--- src/rtl/bcd_pkg.sv ---
// -----------------------------------------------------------------------------
// bcd_pkg
// Shared definitions for the BCD digit serializer / packer pair: receiver FSM
// states, nibble width, legal digit range and the default word length.
// -----------------------------------------------------------------------------
package bcd_pkg;

  typedef enum logic [1:0] {
    IDLE    = 2'd0,
    COLLECT = 2'd1,
    OUTPUT  = 2'd2
  } state_t;

  localparam int          DIGIT_W        = 4;
  localparam logic [3:0]  BIN_DIGIT_HI   = 4'h0;
  localparam logic [3:0]  ASCII_DIGIT_HI = 4'h3;
  localparam logic [3:0]  MAX_DIGIT      = 4'd9;
  localparam int          DEFAULT_DIGITS = 11;

endpackage

--- src/rtl/bcd_digit_packer_if.sv ---
// -----------------------------------------------------------------------------
// bcd_digit_packer_if
// Digit-in / word-out bundle of the BCD digit packer.
//   din, din_valid, din_sof, din_ready : digit stream (valid/ready)
//   num, num_valid, num_ready          : packed BCD word (valid/ready)
//   err                                : one-cycle illegal-code pulse
//   digit_cnt                          : digits held in the current word
// modport slave  : the packer side
// modport master : the digit source / word consumer side
// -----------------------------------------------------------------------------
interface bcd_digit_packer_if #(
  parameter int DIGITS = 11
) ();
  localparam int NUM_W = 4 * DIGITS;

  logic [7:0]       din;
  logic             din_valid;
  logic             din_sof;
  logic             din_ready;
  logic [NUM_W-1:0] num;
  logic             num_valid;
  logic             num_ready;
  logic             err;
  logic [3:0]       digit_cnt;

  modport slave (
    input  din, din_valid, din_sof, num_ready,
    output din_ready, num, num_valid, err, digit_cnt
  );

  modport master (
    output din, din_valid, din_sof, num_ready,
    input  din_ready, num, num_valid, err, digit_cnt
  );

endinterface

--- src/rtl/bcd_digit_check.sv ---
// -----------------------------------------------------------------------------
// bcd_digit_check
// Combinational decode of one digit code into a BCD nibble plus a legality
// flag. Binary mode accepts 8'h00..8'h09, ASCII mode accepts 8'h30..8'h39.
// Ports:
//   i_code   : 8-bit digit code
//   o_legal  : code is a decimal digit in the selected encoding
//   o_nibble : low nibble of the code (meaningful only when o_legal)
// -----------------------------------------------------------------------------
module bcd_digit_check
  import bcd_pkg::*;
#(
  parameter bit ASCII_IN = 1'b0
) (
  input  logic [7:0]         i_code,
  output logic               o_legal,
  output logic [DIGIT_W-1:0] o_nibble
);

  localparam logic [3:0] CODE_HI = ASCII_IN ? ASCII_DIGIT_HI : BIN_DIGIT_HI;

  assign o_nibble = i_code[3:0];
  assign o_legal  = (i_code[7:4] == CODE_HI) && (i_code[3:0] <= MAX_DIGIT);

endmodule

--- src/rtl/bcd_digit_packer.sv ---
// -----------------------------------------------------------------------------
// bcd_digit_packer
// Collects a least-significant-first stream of digit codes into a packed BCD
// word of DIGITS nibbles (digit k in num[4k+3:4k]) and offers it on a
// valid/ready output. Illegal codes raise a one-cycle err pulse and drop the
// partial word; din_sof restarts the word at the flagged digit.
// Ports:
//   clk   : clock, all state on the rising edge
//   rst_n : asynchronous active-low reset
//   bus   : bcd_digit_packer_if.slave (digit stream, word output, err, count)
// -----------------------------------------------------------------------------
module bcd_digit_packer
  import bcd_pkg::*;
#(
  parameter int DIGITS   = DEFAULT_DIGITS,
  parameter bit ASCII_IN = 1'b0
) (
  input  logic               clk,
  input  logic               rst_n,
  bcd_digit_packer_if.slave  bus
);

  localparam int         NUM_W    = DIGIT_W * DIGITS;
  localparam logic [3:0] CNT_FULL = 4'(DIGITS);

  state_t             r_state, w_state_nxt;
  logic [NUM_W-1:0]   r_shreg, w_shreg_nxt;
  logic [NUM_W-1:0]   r_num, w_num_nxt;
  logic               r_num_valid, w_num_valid_nxt;
  logic               r_err, w_err_nxt;
  logic               r_ready, w_ready_nxt;
  logic [3:0]         r_cnt, w_cnt_nxt;

  logic               w_legal;
  logic [DIGIT_W-1:0] w_nibble;
  logic               w_accept;
  logic               w_fresh;
  logic [NUM_W-1:0]   w_shift_word;
  logic [NUM_W-1:0]   w_fresh_word;

  bcd_digit_check #(
    .ASCII_IN (ASCII_IN)
  ) u_check (
    .i_code   (bus.din),
    .o_legal  (w_legal),
    .o_nibble (w_nibble)
  );

  assign w_accept = bus.din_valid & r_ready;

  // A word restarts on sof, and also whenever nothing is held, so stale
  // nibbles from the previous word never leak into the new one.
  assign w_fresh = bus.din_sof | (r_state == IDLE);

  // New digits enter at the top; after DIGITS shifts the first lands in [3:0].
  if (DIGITS == 1) begin : g_one_digit
    assign w_shift_word = w_nibble;
    assign w_fresh_word = w_nibble;
  end else begin : g_multi_digit
    assign w_shift_word = {w_nibble, r_shreg[NUM_W-1:DIGIT_W]};
    assign w_fresh_word = {w_nibble, {(NUM_W-DIGIT_W){1'b0}}};
  end

  always_comb begin
    w_state_nxt     = r_state;
    w_shreg_nxt     = r_shreg;
    w_num_nxt       = r_num;
    w_num_valid_nxt = r_num_valid;
    w_cnt_nxt       = r_cnt;
    w_err_nxt       = 1'b0;

    case (r_state)
      IDLE, COLLECT: begin
        if (w_accept) begin
          if (!w_legal) begin
            w_err_nxt   = 1'b1;
            w_state_nxt = IDLE;
            w_cnt_nxt   = 4'd0;
            w_shreg_nxt = '0;
          end else begin
            w_cnt_nxt   = w_fresh ? 4'd1 : (r_cnt + 4'd1);
            w_shreg_nxt = w_fresh ? w_fresh_word : w_shift_word;
            if (w_cnt_nxt == CNT_FULL) begin
              w_state_nxt     = OUTPUT;
              w_num_nxt       = w_shreg_nxt;
              w_num_valid_nxt = 1'b1;
            end else begin
              w_state_nxt = COLLECT;
            end
          end
        end
      end
      OUTPUT: begin
        if (bus.num_ready) begin
          w_state_nxt     = IDLE;
          w_num_valid_nxt = 1'b0;
          w_cnt_nxt       = 4'd0;
        end
      end
      default: begin
        w_state_nxt     = IDLE;
        w_num_valid_nxt = 1'b0;
        w_cnt_nxt       = 4'd0;
      end
    endcase

    // Ready is registered alongside the state so it is low during reset and
    // drops in the same cycle the word appears.
    w_ready_nxt = (w_state_nxt != OUTPUT);
  end

  always_ff @(posedge clk or negedge rst_n) begin
    if (!rst_n) begin
      r_state     <= IDLE;
      r_shreg     <= '0;
      r_num       <= '0;
      r_num_valid <= 1'b0;
      r_err       <= 1'b0;
      r_ready     <= 1'b0;
      r_cnt       <= 4'd0;
    end else begin
      r_state     <= w_state_nxt;
      r_shreg     <= w_shreg_nxt;
      r_num       <= w_num_nxt;
      r_num_valid <= w_num_valid_nxt;
      r_err       <= w_err_nxt;
      r_ready     <= w_ready_nxt;
      r_cnt       <= w_cnt_nxt;
    end
  end

  assign bus.din_ready = r_ready;
  assign bus.num       = r_num;
  assign bus.num_valid = r_num_valid;
  assign bus.err       = r_err;
  assign bus.digit_cnt = r_cnt;

endmodule

--- src/flat_wrapper.sv ---
// flat-port wrapper written by rule: the top's interface ports become plain ports
module bcd_digit_packer_flat import bcd_pkg::*;
#(
  parameter int DIGITS   = DEFAULT_DIGITS,
  parameter bit ASCII_IN = 1'b0
)
  (clk, rst_n, bus_din, bus_din_valid, bus_din_sof, bus_num_ready, bus_din_ready, bus_num, bus_num_valid, bus_err, bus_digit_cnt);
  bcd_digit_packer_if #(.DIGITS(DIGITS)) bus_i ();
  input  logic clk;
  input  logic rst_n;
  input wire logic [$bits(bus_i.din)-1:0] bus_din;
  input wire logic [$bits(bus_i.din_valid)-1:0] bus_din_valid;
  input wire logic [$bits(bus_i.din_sof)-1:0] bus_din_sof;
  input wire logic [$bits(bus_i.num_ready)-1:0] bus_num_ready;
  output wire logic [$bits(bus_i.din_ready)-1:0] bus_din_ready;
  output wire logic [$bits(bus_i.num)-1:0] bus_num;
  output wire logic [$bits(bus_i.num_valid)-1:0] bus_num_valid;
  output wire logic [$bits(bus_i.err)-1:0] bus_err;
  output wire logic [$bits(bus_i.digit_cnt)-1:0] bus_digit_cnt;
  assign bus_i.din = bus_din;
  assign bus_i.din_valid = bus_din_valid;
  assign bus_i.din_sof = bus_din_sof;
  assign bus_i.num_ready = bus_num_ready;
  assign bus_din_ready = bus_i.din_ready;
  assign bus_num = bus_i.num;
  assign bus_num_valid = bus_i.num_valid;
  assign bus_err = bus_i.err;
  assign bus_digit_cnt = bus_i.digit_cnt;
  bcd_digit_packer #(.DIGITS(DIGITS), .ASCII_IN(ASCII_IN)) u_core (.clk(clk), .rst_n(rst_n), .bus(bus_i));
endmodule
--- config.mk ---
export PLATFORM = sky130hd
export DESIGN_NAME = bcd_digit_packer_flat
export DESIGN_NICKNAME = d
export VERILOG_FILES = /design/src/rtl/bcd_pkg.sv /design/src/rtl/bcd_digit_packer_if.sv /design/src/rtl/bcd_digit_check.sv /design/src/rtl/bcd_digit_packer.sv /design/src/flat_wrapper.sv
export SDC_FILE = /design/constraint.sdc
export NUM_CORES = 1
export LEC_CHECK = 0
export BUFFER_PORTS_ARGS = -buffer_cell sky130_fd_sc_hd__buf_2
export CORE_MARGIN = 10
export CORE_UTILIZATION = 56
export DETAILED_ROUTE_END_ITERATION = 16
export GPL_ROUTABILITY_DRIVEN = 0
export MAX_ROUTING_LAYER = met4
export PLACE_DENSITY = 0.77
export SETUP_SLACK_MARGIN = 0.5
export SYNTH_ARGS = -nofsm -noshare
export SYNTH_HDL_FRONTEND = slang
export SYNTH_SLANG_ARGS = --single-unit
--- constraint.sdc ---
create_clock -name clk -period 2.5 [get_ports clk]
set_input_delay 0.125 -clock clk [delete_from_list [all_inputs] [get_ports clk]]
set_output_delay 0.125 -clock clk [all_outputs]
set_load 0.005 [all_outputs]
Yosys cells after proc, flatten, opt, wreduce, memory -nomap -nowiden
Index checks and enable logic that the tools add are counted.
{ "totals": {"regBits": 97, "input_bits": 13} }
{ "op_classes": {"add_sub_neg": 1, "n_lt_le_gt_ge": 1, "eq_ne": 8, "n_mux": 20, "bitwise": 2, "n_reduce_logical": 8} }
{ "ops": {"columns": ["cell", "n"], "rows": [
  ["$mux W44", 1],
  ["$mux W40", 1],
  ["$mux W4", 4],
  ["$mux W2", 4],
  ["$pmux W4 S2", 1],
  ["$reduce_and A4 Y1", 2],
  ["$mux W1", 7],
  ["$ne A2 B1 Y1 const B", 3],
  ["$add A4 B1 Y4 const B", 1],
  ["$eq A4 B4 Y1 const B", 1],
  ["$le A4 B4 Y1 const B", 1],
  ["$logic_not A4 Y1", 1],
  ["$ne A2 B2 Y1 const B", 2],
  ["$pmux W2 S2", 1],
  ["$reduce_and A2 Y1", 2],
  ["$eq A2 B1 Y1 const B", 1],
  ["$eq A2 B2 Y1 const B", 1],
  ["$logic_not A2 Y1", 1],
  ["$pmux W1 S2", 1],
  ["$reduce_or A2 Y1", 1],
  ["$and A1 B1 Y1", 1],
  ["$logic_and A1 B1 Y1", 1],
  ["$or A1 B1 Y1", 1]
]} }

Logic depth before layout (Yosys ltp)
Gate-level depths: netlist of the first run.
{ "logic_depth": {"ltp_word": 9, "depth_mapped": 6, "ltp_nobuf": 5} }

By module
From an unflattened synthesis of the first run, not the netlist that was laid out.
{ "unflattened": {"hier_cells": 294, "hier_area_um2": 3798.6} }
{ "by_module_without_submodules": {"columns": ["module", "n_inst", "cells_per_inst", "area_each_um2"], "rows": [
  ["bcd_digit_packer", 1, 287, 3751.1],
  ["bcd_digit_check", 1, 7, 47.5]
]} }

Worst setup path after synthesis of the first run
No wires, ideal clock.
{ "synth_path": {"path_kind": "register -> register", "from": "register u_core.r_cnt[0], in the netlist u_core.bus.digit_cnt[0]", "to": "register u_core.r_num[40], in the netlist u_core.bus.num[40]", "setup_time_ns": 0.125, "arrival_time_ns": 1.751, "required_ns": 2.375, "path_slack_ns": 0.624, "stages_incl_launch_ff": 6, "path_buffers": 0, "period_less_slack_ns": 1.876, "cell_sequence": "dfrtp_1 > ha_1 > xnor2_1 > nand4_1 > nor2_8 > mux2_2"} }
{ "synth_via": {"elab_chain_len": 4} }
{ "synth_lines": {"columns": ["element", "line_no", "rtl"], "rows": [
  ["from (decl)", "bcd_digit_packer.sv:32", "logic [3:0] r_cnt, w_cnt_nxt;"],
  ["from (signal assigned)", "bcd_digit_packer.sv:128", "r_cnt <= w_cnt_nxt;"],
  ["$add A4 B1 Y4", "bcd_digit_packer.sv:81", "w_cnt_nxt = w_fresh ? 4'd1 : (r_cnt + 4'd1);"],
  ["$mux W4", "bcd_digit_packer.sv:81", null],
  ["$eq A4 B4 Y1", "bcd_digit_packer.sv:83", "if (w_cnt_nxt == CNT_FULL) begin"],
  ["$reduce_and A4 Y1 (no source line)", null, null],
  ["to (signal assigned)", "bcd_digit_packer.sv:124", "r_num <= w_num_nxt;"],
  ["to (decl)", "bcd_digit_packer.sv:28", "logic [NUM_W-1:0] r_num, w_num_nxt;"]
]} }
No other way between the ends.
A chain may end at the register's enable or synchronous reset.

Worst setup path after layout of the first run
{ "layout_path": {"from": "register u_core.r_cnt[0], in the netlist u_core.bus.digit_cnt[0]", "to": "register u_core.r_num[42], in the netlist u_core.bus.num[42]"} }
Same word-level chain as after synthesis.

==> results of run 1 <==
==> cell usage in the layout, fill, tap and decap left out, types with 3 or more instances in the layout <==
master      synthesis  routed
clkinvlp_4          0       4
o21ai_0            43      43
o31ai_1            42      42
buf_12              0       3
clkbuf_8            0       9
dfrtp_1            93      92
buf_4               0       8
nand2_1            45      45
buf_2               3      62
o21a_1              3       3
mux2_2              4       4
a22o_1             41      41
==> registers in the layout, summed over array words and instances (netlist names) <==
signal	flops
u_core.bus.digit_cnt	4
u_core.bus.num	44
u_core.bus.num_valid	1
u_core.r_state	2
u_core.bus.din_ready	1
u_core.r_shreg	40
u_core.bus.err	1
==> power breakdown <==
group	switching, mW	internal [mW]	leakage, nW
Sequential	0.00266	1.51	1.29
Combinational	0.0596	0.0213	0.834
Clock	0.535	0.463	0.0879
==> worst reg2reg max path, cell delays in order (launching register included) <==
cell,delay [ns]
dfrtp_2,0.45
ha_2,0.23
xnor2_1,0.16
nand4_1,0.24
buf_12,0.23
nor2_8,0.13
mux2_2,0.35
==> worst max path at each step <==
stage	from	to	slack, ns	cells past startpoint
2_1_floorplan	u_core.bus.digit_cnt[0]	u_core.bus.num[40]	0.62	5
3_3_place_gp	bus_din[5]	u_core.bus.num[20]	0.41	6
3_5_place_dp	bus_din[5]	u_core.bus.num[39]	0.34	6
4_1_cts	u_core.r_state[1]	u_core.r_shreg[8]	0.50	4
5_1_grt	u_core.bus.digit_cnt[0]	u_core.bus.num[2]	0.51	6
6_report	u_core.bus.digit_cnt[0]	u_core.bus.num[42]	0.60	6
==> layer usage <==
metal	up-vias	routed length (µm)
met5	-	0
met4	0	102
met3	8	370
met2	64	4030
met1	1388	3750
li1	1331	-
==> timing repair <==
action                                  4_1_cts  5_1_grt
setup buffers                                 0        4
pin swaps                                     0        2
gates cloned                                  0        2
endpoints found under the hold margin        59        0
endpoints found under the setup margin        5       80
hold buffers                                  2        0
gates resized for setup                       1        6
==> cell type report <==
| type | instances | area (µm²) |
|---|---|---|
| sequential | 93 | 2330 |
| timing repair buffer | 78 | 512 |
| multi-input combinational | 203 | 1340 |
| tap | 80 | 100 |
| clock buffer | 9 | 124 |
| clock inverter | 7 | 73.8 |
| inverter | 1 | 3.75 |
| fill | 531 | 2240 |
==> logic make-up after synthesis <==
group	count (synthesis)
compound gates	136
buf+inv	31
fa+ha+maj	1
simple gates	60
flops	93
xor+xnor	2
mux	4
==> impl_metrics.env, run 1 <==
export IMPL_wl_per_cell_um=17.5
export IMPL_grt_max_degree=60
export IMPL_drc=0
export IMPL_period_minus_slack_ns=1.90
export IMPL_syn_inst=327
export IMPL_drive_above_1_share=0.261
export IMPL_worstPathRequired_ns=2.74
export IMPL_insertion_delay_ns=0.36
export IMPL_cp_slowest_cell="dfrtp_2"
export IMPL_synth_simple_area_share=0.0757
export IMPL_cts_sinks=93
export IMPL_num_vias=2791
export IMPL_grt_pass1_wl_mm=13.4
export IMPL_grt_pass1_vias=2749
export IMPL_synthXorXnorAreaFrac=0.00457
export IMPL_rrSetupSlack_ns=0.60
export IMPL_p_leak_nw=2.21
export IMPL_clock_skew_ns=0.0110
export IMPL_reg2reg_from="u_core.bus.digit_cnt[0]"
export IMPL_netlist_area_mm2=0.00384
export IMPL_crit_type="register to register"
export IMPL_portBuffers=63
export IMPL_final_area_mm2=0.00448
export IMPL_busiest_layer="met2"
export IMPL_crit_family="flip-flops"
export IMPL_holdPathStages=2
export IMPL_stdcell_count=471
export IMPL_grtUsageMet2=0.251
export IMPL_hp_class="input pin to register"
export IMPL_netlist_area_leader_share=0.607
export IMPL_synth_compound_area_frac=0.252
export IMPL_min_to="u_core.r_shreg[42]"
export IMPL_grt_use_met3=0.0395
export IMPL_synth_area_leaders="dfrtp_1, a22o_1, o31ai_1"
export IMPL_pre_cts_slack_ns=0.336
export IMPL_die_h_um=103
export IMPL_rsz0062_at_grt="false"
export IMPL_synth_top_area_cell="dfrtp_1"
export IMPL_cts_tree="built"
export IMPL_fin_crit_sh=0.760
export IMPL_num_antenna_cells=0
export IMPL_ys_async_sr_fraction=1.00
export IMPL_synthMuxAreaShare=0.0117
export IMPL_clock_fmax_mhz=527
export IMPL_dieWidth_um=103
export IMPL_start_util=0.571
export IMPL_cellPowerDensity_mw_per_mm2=577
export IMPL_tightest_slew_ns=0.742
export IMPL_finalHoldViolations=0
export IMPL_crit_chain="ha_2 > xnor2_1 > nand4_1 > buf_12 > nor2_8 > mux2_2"
export IMPL_synth_flop_cell="dfrtp_1"
export IMPL_relSlewSlack=0.505
export IMPL_synth_cell_type_count=32
export IMPL_yosysMostFrequentCell="dfrtp_1"
export IMPL_finalSetupViolations=0
export IMPL_track_usage=0.163
export IMPL_fp_coreArea_mm2=0.00672
export IMPL_syn_nets=341
export IMPL_utilization=0.667
export IMPL_drv_slew=0
export IMPL_synth_common_cells="dfrtp_1, nand2_1, o21ai_0, o31ai_1, a22o_1"
export IMPL_outcome="complete, no violations"
export IMPL_worstPathMaxFanout=7
export IMPL_fin_setup_tns_ns=0
export IMPL_drtAntennaViolNets=0
export IMPL_drtIter0Drc=209
export IMPL_synth_top_family_by_area="compound AO/OA/AOI/OAI gates"
export IMPL_met1_usage=0.205
export IMPL_io_pins=64
export IMPL_cp_end_kind="register"
export IMPL_synth_edf_count=0
export IMPL_dp_cells=447
export IMPL_first_pass_iters=7
export IMPL_via_per_inst=5.93
export IMPL_r2r_end="u_core.bus.num[42]"
export IMPL_nNetsFinal=400
export IMPL_cap_violations=0
export IMPL_crit_buf_inv=1
export IMPL_ctsLongestPathBuffers=2
export IMPL_yosys_area_share_adder=0.00326
export IMPL_synth_warnings=0
export IMPL_setup_slack_ns=0.601
export IMPL_arrival_ns=2.14
export IMPL_placed_cell_area_mm2=0.00415
export IMPL_area_growth_pct=16.8
export IMPL_cp_start_kind="register"
export IMPL_timing_hold_ws_ns=0.0317
export IMPL_synth_area_per_cell_um2=11.7
export IMPL_die_area_mm2=0.0106
export IMPL_wirelength_mm=8.25
export IMPL_cts_root_buf="clkbuf_8"
export IMPL_fp_row_count=30
export IMPL_grt_ovfl_total=0
export IMPL_dp_hpwl_mm=5.26
export IMPL_fin_total_pwr_mw=2.59
export IMPL_cts_buffers=9
export IMPL_yosysSeqAreaShare=0.607
export IMPL_r2r_worst_path_cells=6
export IMPL_antenna_found_initial=0
export IMPL_peakVddDrop_mv=0.308
export IMPL_ys_seq_elements=93
export IMPL_hp_start="bus_din[2]"
export IMPL_clkSlewWorstSetupHoldPaths_ns=0.09
export IMPL_htree_levels=3
export IMPL_slowest_delay_ns=0.45
No activity file was read; power rests on OpenSTA's default activity.
==> run 2, diff against run 1 <==
==> constraint.sdc (replaced) <==
create_clock -name clk -period 1.9 [get_ports clk]
set_input_delay 0.095 -clock clk [delete_from_list [all_inputs] [get_ports clk]]
set_output_delay 0.095 -clock clk [all_outputs]
set_load 0.005 [all_outputs]
==> run 2 against run 1 <==
  * Maximum frequency up 7.1%
  * Clock skew down 0.0013 ns
  * Clock power grew 34%
  * Sequential share of layout area down 6.9 points
  * Utilization grew 10 points
  * Cell area grew 15%
  * Die area unchanged
  * Largest power group unchanged
  * Final cell count up 5.7%
  * Setup slack worse by 0.47 ns
  * Clock-buffer cell count increased by 2
  * Via count increased by 10%
==> impl_metrics.env, run 2 (same netlist as run 1, synthesis figures left out) <==
export IMPL_period_minus_slack_ns=1.77
export IMPL_crit_chain="nand3b_1 > or3_4 > buf_12 > buf_16 > o21ai_1 > o31ai_4"
export IMPL_relSlewSlack=0.631
export IMPL_crit_type="register to register"
export IMPL_track_usage=0.198
export IMPL_cts_tree="built"
export IMPL_cts_sinks=93
export IMPL_htree_levels=3
export IMPL_timing_hold_ws_ns=0.00918
export IMPL_cts_buffers=9
export IMPL_worstPathMaxFanout=17
export IMPL_drtIter0Drc=159
export IMPL_antenna_found_initial=0
export IMPL_most_common_layout_cells="dfrtp_1, buf_2, nand2_1, a22o_1, o31ai_2"
export IMPL_cp_end_kind="register"
export IMPL_via_per_inst=6.16
export IMPL_die_area_mm2=0.0106
export IMPL_final_area_mm2=0.00517
export IMPL_cp_start_kind="register"
export IMPL_die_h_um=103
export IMPL_drtAntennaViolNets=0
export IMPL_nNetsFinal=427
export IMPL_wl_per_cell_um=19.4
export IMPL_cap_violations=0
export IMPL_dieWidth_um=103
export IMPL_largest_reg_flops=44
export IMPL_n_fill_cell=407
export IMPL_insertion_delay_ns=0.36
export IMPL_portBuffers=63
export IMPL_wirelength_mm=9.68
export IMPL_cts_root_buf="clkbuf_8"
export IMPL_grt_max_degree=45
export IMPL_drive_above_1_share=0.426
export IMPL_pre_cts_slack_ns=-0.143
export IMPL_num_vias=3069
export IMPL_rsz0062_at_grt="true"
export IMPL_slowest_delay_ns=0.42
export IMPL_layout_commonest_cell="dfrtp_1"
export IMPL_finalHoldViolations=0
export IMPL_worstPathRequired_ns=2.14
export IMPL_cp_slowest_cell="or3_4"
export IMPL_ctsLongestPathBuffers=2
export IMPL_p_leak_nw=2.51
export IMPL_grt_pass1_vias=3077
export IMPL_drv_slew=0
export IMPL_finalSetupViolations=0
export IMPL_clock_skew_ns=0.00974
export IMPL_fp_row_count=30
export IMPL_clkSlewWorstSetupHoldPaths_ns=0.09
export IMPL_cellPowerDensity_mw_per_mm2=669
export IMPL_first_pass_iters=4
export IMPL_clock_fmax_mhz=564
export IMPL_peakVddDrop_mv=0.364
export IMPL_dp_hpwl_mm=5.70
export IMPL_grt_ovfl_total=0
export IMPL_start_util=0.571
export IMPL_placed_cell_area_mm2=0.00436
export IMPL_area_growth_pct=34.8
export IMPL_outcome="complete, no violations"
export IMPL_grt_pass1_wl_mm=16.0
export IMPL_io_pins=64
export IMPL_setup_slack_ns=0.127
export IMPL_drc=0
export IMPL_num_antenna_cells=0
export IMPL_fp_coreArea_mm2=0.00672
export IMPL_fin_crit_sh=0.933
export IMPL_tightest_slew_ns=0.550
export IMPL_arrival_ns=2.02
export IMPL_hp_class="input pin to register"
[run 2: cell types whose count changed in the layout (fill, tap and decap cells not counted), sizes merged]
| cell | change |
|---|---|
| clkinvlp | -4 |
| buf | +23 |
| bufbuf | +2 |
| dlygate4sd3 | +4 |
| inv | +1 |
| clkinv | +1 |
[run 2: worst paths after layout]
check                                   start                 end  slack [ns]  cells after the start
max reg2reg                 u_core.r_state[1]  u_core.bus.num[17]        0.13                      6
min in group asynchronous               rst_n   u_core.r_shreg[6]        0.25                      2
min                                bus_din[1]  u_core.bus.num[41]       0.009                      2
max in group asynchronous               rst_n  u_core.bus.num[34]        1.06                      3
min reg2reg                u_core.bus.num[36]  u_core.bus.num[36]        0.49                      2
max                         u_core.r_state[1]  u_core.bus.num[17]        0.13                      6
[run 2: where the power goes]
part / leakage [nW] / switching (mW) / internal [mW] / total [mW]
clock network: 0.104 / 0.693 / 0.650 / 1.34
registers: 1.29 / 0.00317 / 1.98 / 1.98
logic: 1.12 / 0.0884 / 0.0454 / 0.134
total: 2.51 / 0.784 / 2.68 / 3.46
[run 2: area by class of cell]
| class | count | area [µm²] | area share |
|---|---|---|---|
| multi-input cells | 203 | 1650 | 0.318 |
| flip-flops and latches | 93 | 2330 | 0.450 |
| repair buffers | 105 | 893 | 0.173 |
| clock inverters | 5 | 57.6 | 0.0111 |
| well taps | 80 | 100 | 0.0194 |
| inverters | 1 | 3.75 | 0.000726 |
| clock buffers | 11 | 141 | 0.0273 |
[run 2: per-layer routing]
layer | global-route usage | up-vias | part of all wire
li1 | - | 1389 | -
met1 | 0.258 | 1562 | 0.44
met2 | 0.299 | 102 | 0.49
met3 | 0.0483 | 16 | 0.049
met4 | 0.0674 | 0 | 0.018
met5 | - | - | 0
[run 2: critical path: cells and delay by family, from the launching register on]
kind | cells | cell delay [ns]
and+or+nand+nor | 2 | 0.61
DFF | 1 | 0.38
buffers and inverters | 2 | 0.33
AOI/OAI and AO/OA | 2 | 0.33
[run 2: repair_timing]
action / in CTS / in global routing
endpoints found under the setup margin: 92 / 92
endpoints found under the hold margin: 42 / 0
cloned: 6 / 0
pin swaps: 10 / 4
hold buffers: 6 / 0
gates resized for setup: 55 / 46
buffers inserted: 6 / 1
[run 2: per-stage QoR]
step           std cells  setup TNS (ns)  power, mW   util
2_1_floorplan        327               0       2.06      -
3_3_place_gp         463           -1.93       2.14  0.649
3_5_place_dp         463           -3.99       2.14  0.649
4_1_cts              497               0       3.48  0.745
5_1_grt              498               0       3.59  0.770
6_report             498               0       3.46  0.770
==> run 3, diff against run 2 <==
--- a/config.mk
+++ b/config.mk
@@ -7,11 +7,11 @@
 export LEC_CHECK = 0
 export BUFFER_PORTS_ARGS = -buffer_cell sky130_fd_sc_hd__buf_2
 export CORE_MARGIN = 10
-export CORE_UTILIZATION = 56
+export CORE_UTILIZATION = 50
 export DETAILED_ROUTE_END_ITERATION = 16
 export GPL_ROUTABILITY_DRIVEN = 0
 export MAX_ROUTING_LAYER = met4
-export PLACE_DENSITY = 0.77
+export PLACE_DENSITY = 0.73
 export SETUP_SLACK_MARGIN = 0.5
 export SYNTH_ARGS = -nofsm -noshare
 export SYNTH_HDL_FRONTEND = slang
==> constraint.sdc (replaced) <==
create_clock -name clk -period 1.6 [get_ports clk]
set_input_delay 0.08 -clock clk [delete_from_list [all_inputs] [get_ports clk]]
set_output_delay 0.08 -clock clk [all_outputs]
set_load 0.005 [all_outputs]
==> run 3 against run 2 <==
  * The run now ends with setup timing left
  * Cell area fell by 3.2%
  * Largest cell class unchanged
  * Via count fell by 5.4%
  * Combinational power is 19% higher
  * Sequential power increased by 19%
  * Global-route usage down 4.3 points
  * Largest power group unchanged
  * Utilization fell by 9.0 points
  * Sequential share of layout area increased by 1.5 points
  * Setup slack lost 0.19 ns
==> impl_metrics.env, run 3 (same netlist as run 1, synthesis figures left out) <==
export IMPL_nNetsFinal=419
export IMPL_cp_start_kind="register"
export IMPL_p_int_mw=3.17
export IMPL_grt_pass1_wl_mm=14.4
export IMPL_pre_cts_slack_ns=-0.438
export IMPL_fp_coreArea_mm2=0.00737
export IMPL_grt_ovfl_total=0
export IMPL_cts_buffers=9
export IMPL_clock_fmax_mhz=600
export IMPL_cts_tree="built"
export IMPL_setup_worst_path_start="u_core.r_state[1]"
export IMPL_layout_commonest_cell="dfrtp_1"
export IMPL_setup_slack_ns=-0.0676
export IMPL_cellPowerDensity_mw_per_mm2=819
export IMPL_finalHoldViolations=0
export IMPL_track_usage=0.155
export IMPL_num_vias=2904
export IMPL_power_switching_mw=0.923
export IMPL_relSlewSlack=0.678
export IMPL_start_util=0.521
export IMPL_largest_reg_flops=44
export IMPL_clock_skew_ns=0.00775
export IMPL_period_minus_slack_ns=1.67
export IMPL_wirelength_mm=8.87
export IMPL_fin_crit_sh=1.04
export IMPL_htree_levels=3
export IMPL_via_per_inst=5.71
export IMPL_seqPwrFrac=0.575
export IMPL_finalSetupViolations=71
export IMPL_rsz0062_at_grt="true"
export IMPL_fin_setup_tns_ns=-2.70
export IMPL_cp_end_kind="register"
export IMPL_cts_root_buf="clkbuf_8"
export IMPL_outcome="complete, but fails checks"
export IMPL_drc=0
export IMPL_p_leak_nw=2.40
export IMPL_num_antenna_cells=0
export IMPL_portBuffers=63
export IMPL_die_area_mm2=0.0116
export IMPL_crit_type="register to register"
export IMPL_sw_frac_of_total=0.225
export IMPL_hp_class="input pin to register"
export IMPL_worstPathRequired_ns=1.84
export IMPL_ctsLongestPathBuffers=2
export IMPL_worstPathMaxFanout=20
export IMPL_fp_row_count=31
export IMPL_drv_slew=0
export IMPL_wl_per_cell_um=17.4
export IMPL_violations="setup timing"
export IMPL_dp_hpwl_mm=5.77
export IMPL_arrival_ns=1.90
export IMPL_area_growth_pct=30.5
export IMPL_peakVddDrop_mv=0.552
export IMPL_most_common_layout_cells="dfrtp_1, buf_2, nand2_1, a22o_1, o31ai_1"
export IMPL_antenna_found_initial=0
export IMPL_grt_max_degree=52
export IMPL_hp_start="bus_din[6]"
export IMPL_p_clk_frac=0.386
export IMPL_io_pins=64
export IMPL_reg2reg_from="u_core.r_state[1]"
export IMPL_insertion_delay_ns=0.35
export IMPL_combPwrFrac=0.039
export IMPL_clkSlewWorstSetupHoldPaths_ns=0.09
export IMPL_cts_sinks=93
export IMPL_drtAntennaViolNets=0
export IMPL_cap_violations=0
export IMPL_first_pass_iters=4
export IMPL_tightest_slew_ns=0.483
export IMPL_dieWidth_um=108
export IMPL_drtIter0Drc=218
export IMPL_drive_above_1_share=0.393
export IMPL_fin_total_pwr_mw=4.10
export IMPL_die_h_um=108
export IMPL_grt_pass1_vias=2891
## run 3: changes by cell type in the layout (fill, tap and decap cells not counted), moves of 2 or more
cell           delta
o21ai_1           +9
o31ai_1           +9
o21ai_0           -8
o31ai_2           -8
buf_6             +5
buf_16            -4
buf_4             -4
buf_2             -3
bufbuf_16         -2
clkbuf_16         +2
clkinvlp_4        +2
dlygate4sd3_1     -2
## run 3: final timing paths
check / cells past startpoint / end / slack (ns)
min: 3 / u_core.bus.err / 0.02
max reg2reg: 6 / u_core.bus.num[29] / -0.07
min in group asynchronous: 2 / u_core.bus.num[2] / 0.22
max: 6 / u_core.bus.num[29] / -0.07
max in group asynchronous: 3 / u_core.bus.num[1] / 0.81
min reg2reg: 1 / u_core.bus.num_valid / 0.49
## run 3: critical path, cell delays in order, from the launching register on
cell,delay (ns)
dfrtp_1,0.38
nand3b_1,0.17
or3_4,0.39
buf_12,0.17
clkbuf_16,0.19
o21ai_1,0.15
o31ai_1,0.09
## run 3: repair_timing
item,in CTS,in global routing
gates cloned,1,2
gates resized for setup,61,36
endpoints found under the hold margin,35,0
setup endpoints to repair,95,96
setup buffers,1,0
hold buffers,4,0
pin swaps,0,3
## run 3: stage by stage
stage          instances  hold slack (ns)   util  cell area, µm²
6_report             509           0.0206  0.679            5010
5_1_grt              509           0.0672  0.679            5010
3_5_place_dp         485           0.0565  0.601            4430
2_1_floorplan        327           -0.216      -            3870
3_3_place_gp         485           0.0543  0.601            4430
4_1_cts              507          0.00828  0.649            4780
## run 3: power by group through the flow
| stage | logic [mW] | registers (mW) | clock network [mW] |
|---|---|---|---|
| 6_report | 0.159 | 2.36 | 1.58 |
| 5_1_grt | 0.178 | 2.36 | 1.72 |
| 4_1_cts | 0.156 | 2.36 | 1.62 |
| 3_5_place_dp | 0.144 | 2.40 | 0 |
| 3_3_place_gp | 0.141 | 2.40 | 0 |
| 2_1_floorplan | 0.0438 | 2.40 | 0 |
## run 3: routing by layer
| layer | global-route usage | up-vias | wire length, µm |
|---|---|---|---|
| met5 | - | - | 0 |
| met4 | 0.0401 | 0 | 64 |
| met3 | 0.0383 | 5 | 456 |
| met2 | 0.237 | 69 | 4330 |
| met1 | 0.203 | 1457 | 4020 |
| li1 | - | 1373 | - |
## run 3: cell type report
type                       count  area, µm²
fill                         575       2360
inverter                       1       3.75
timing repair buffer          97        759
tap                           99        124
multi-input combinational    203       1590
clock buffer                  11        141
clock inverter                 5       58.8
sequential                    93       2330
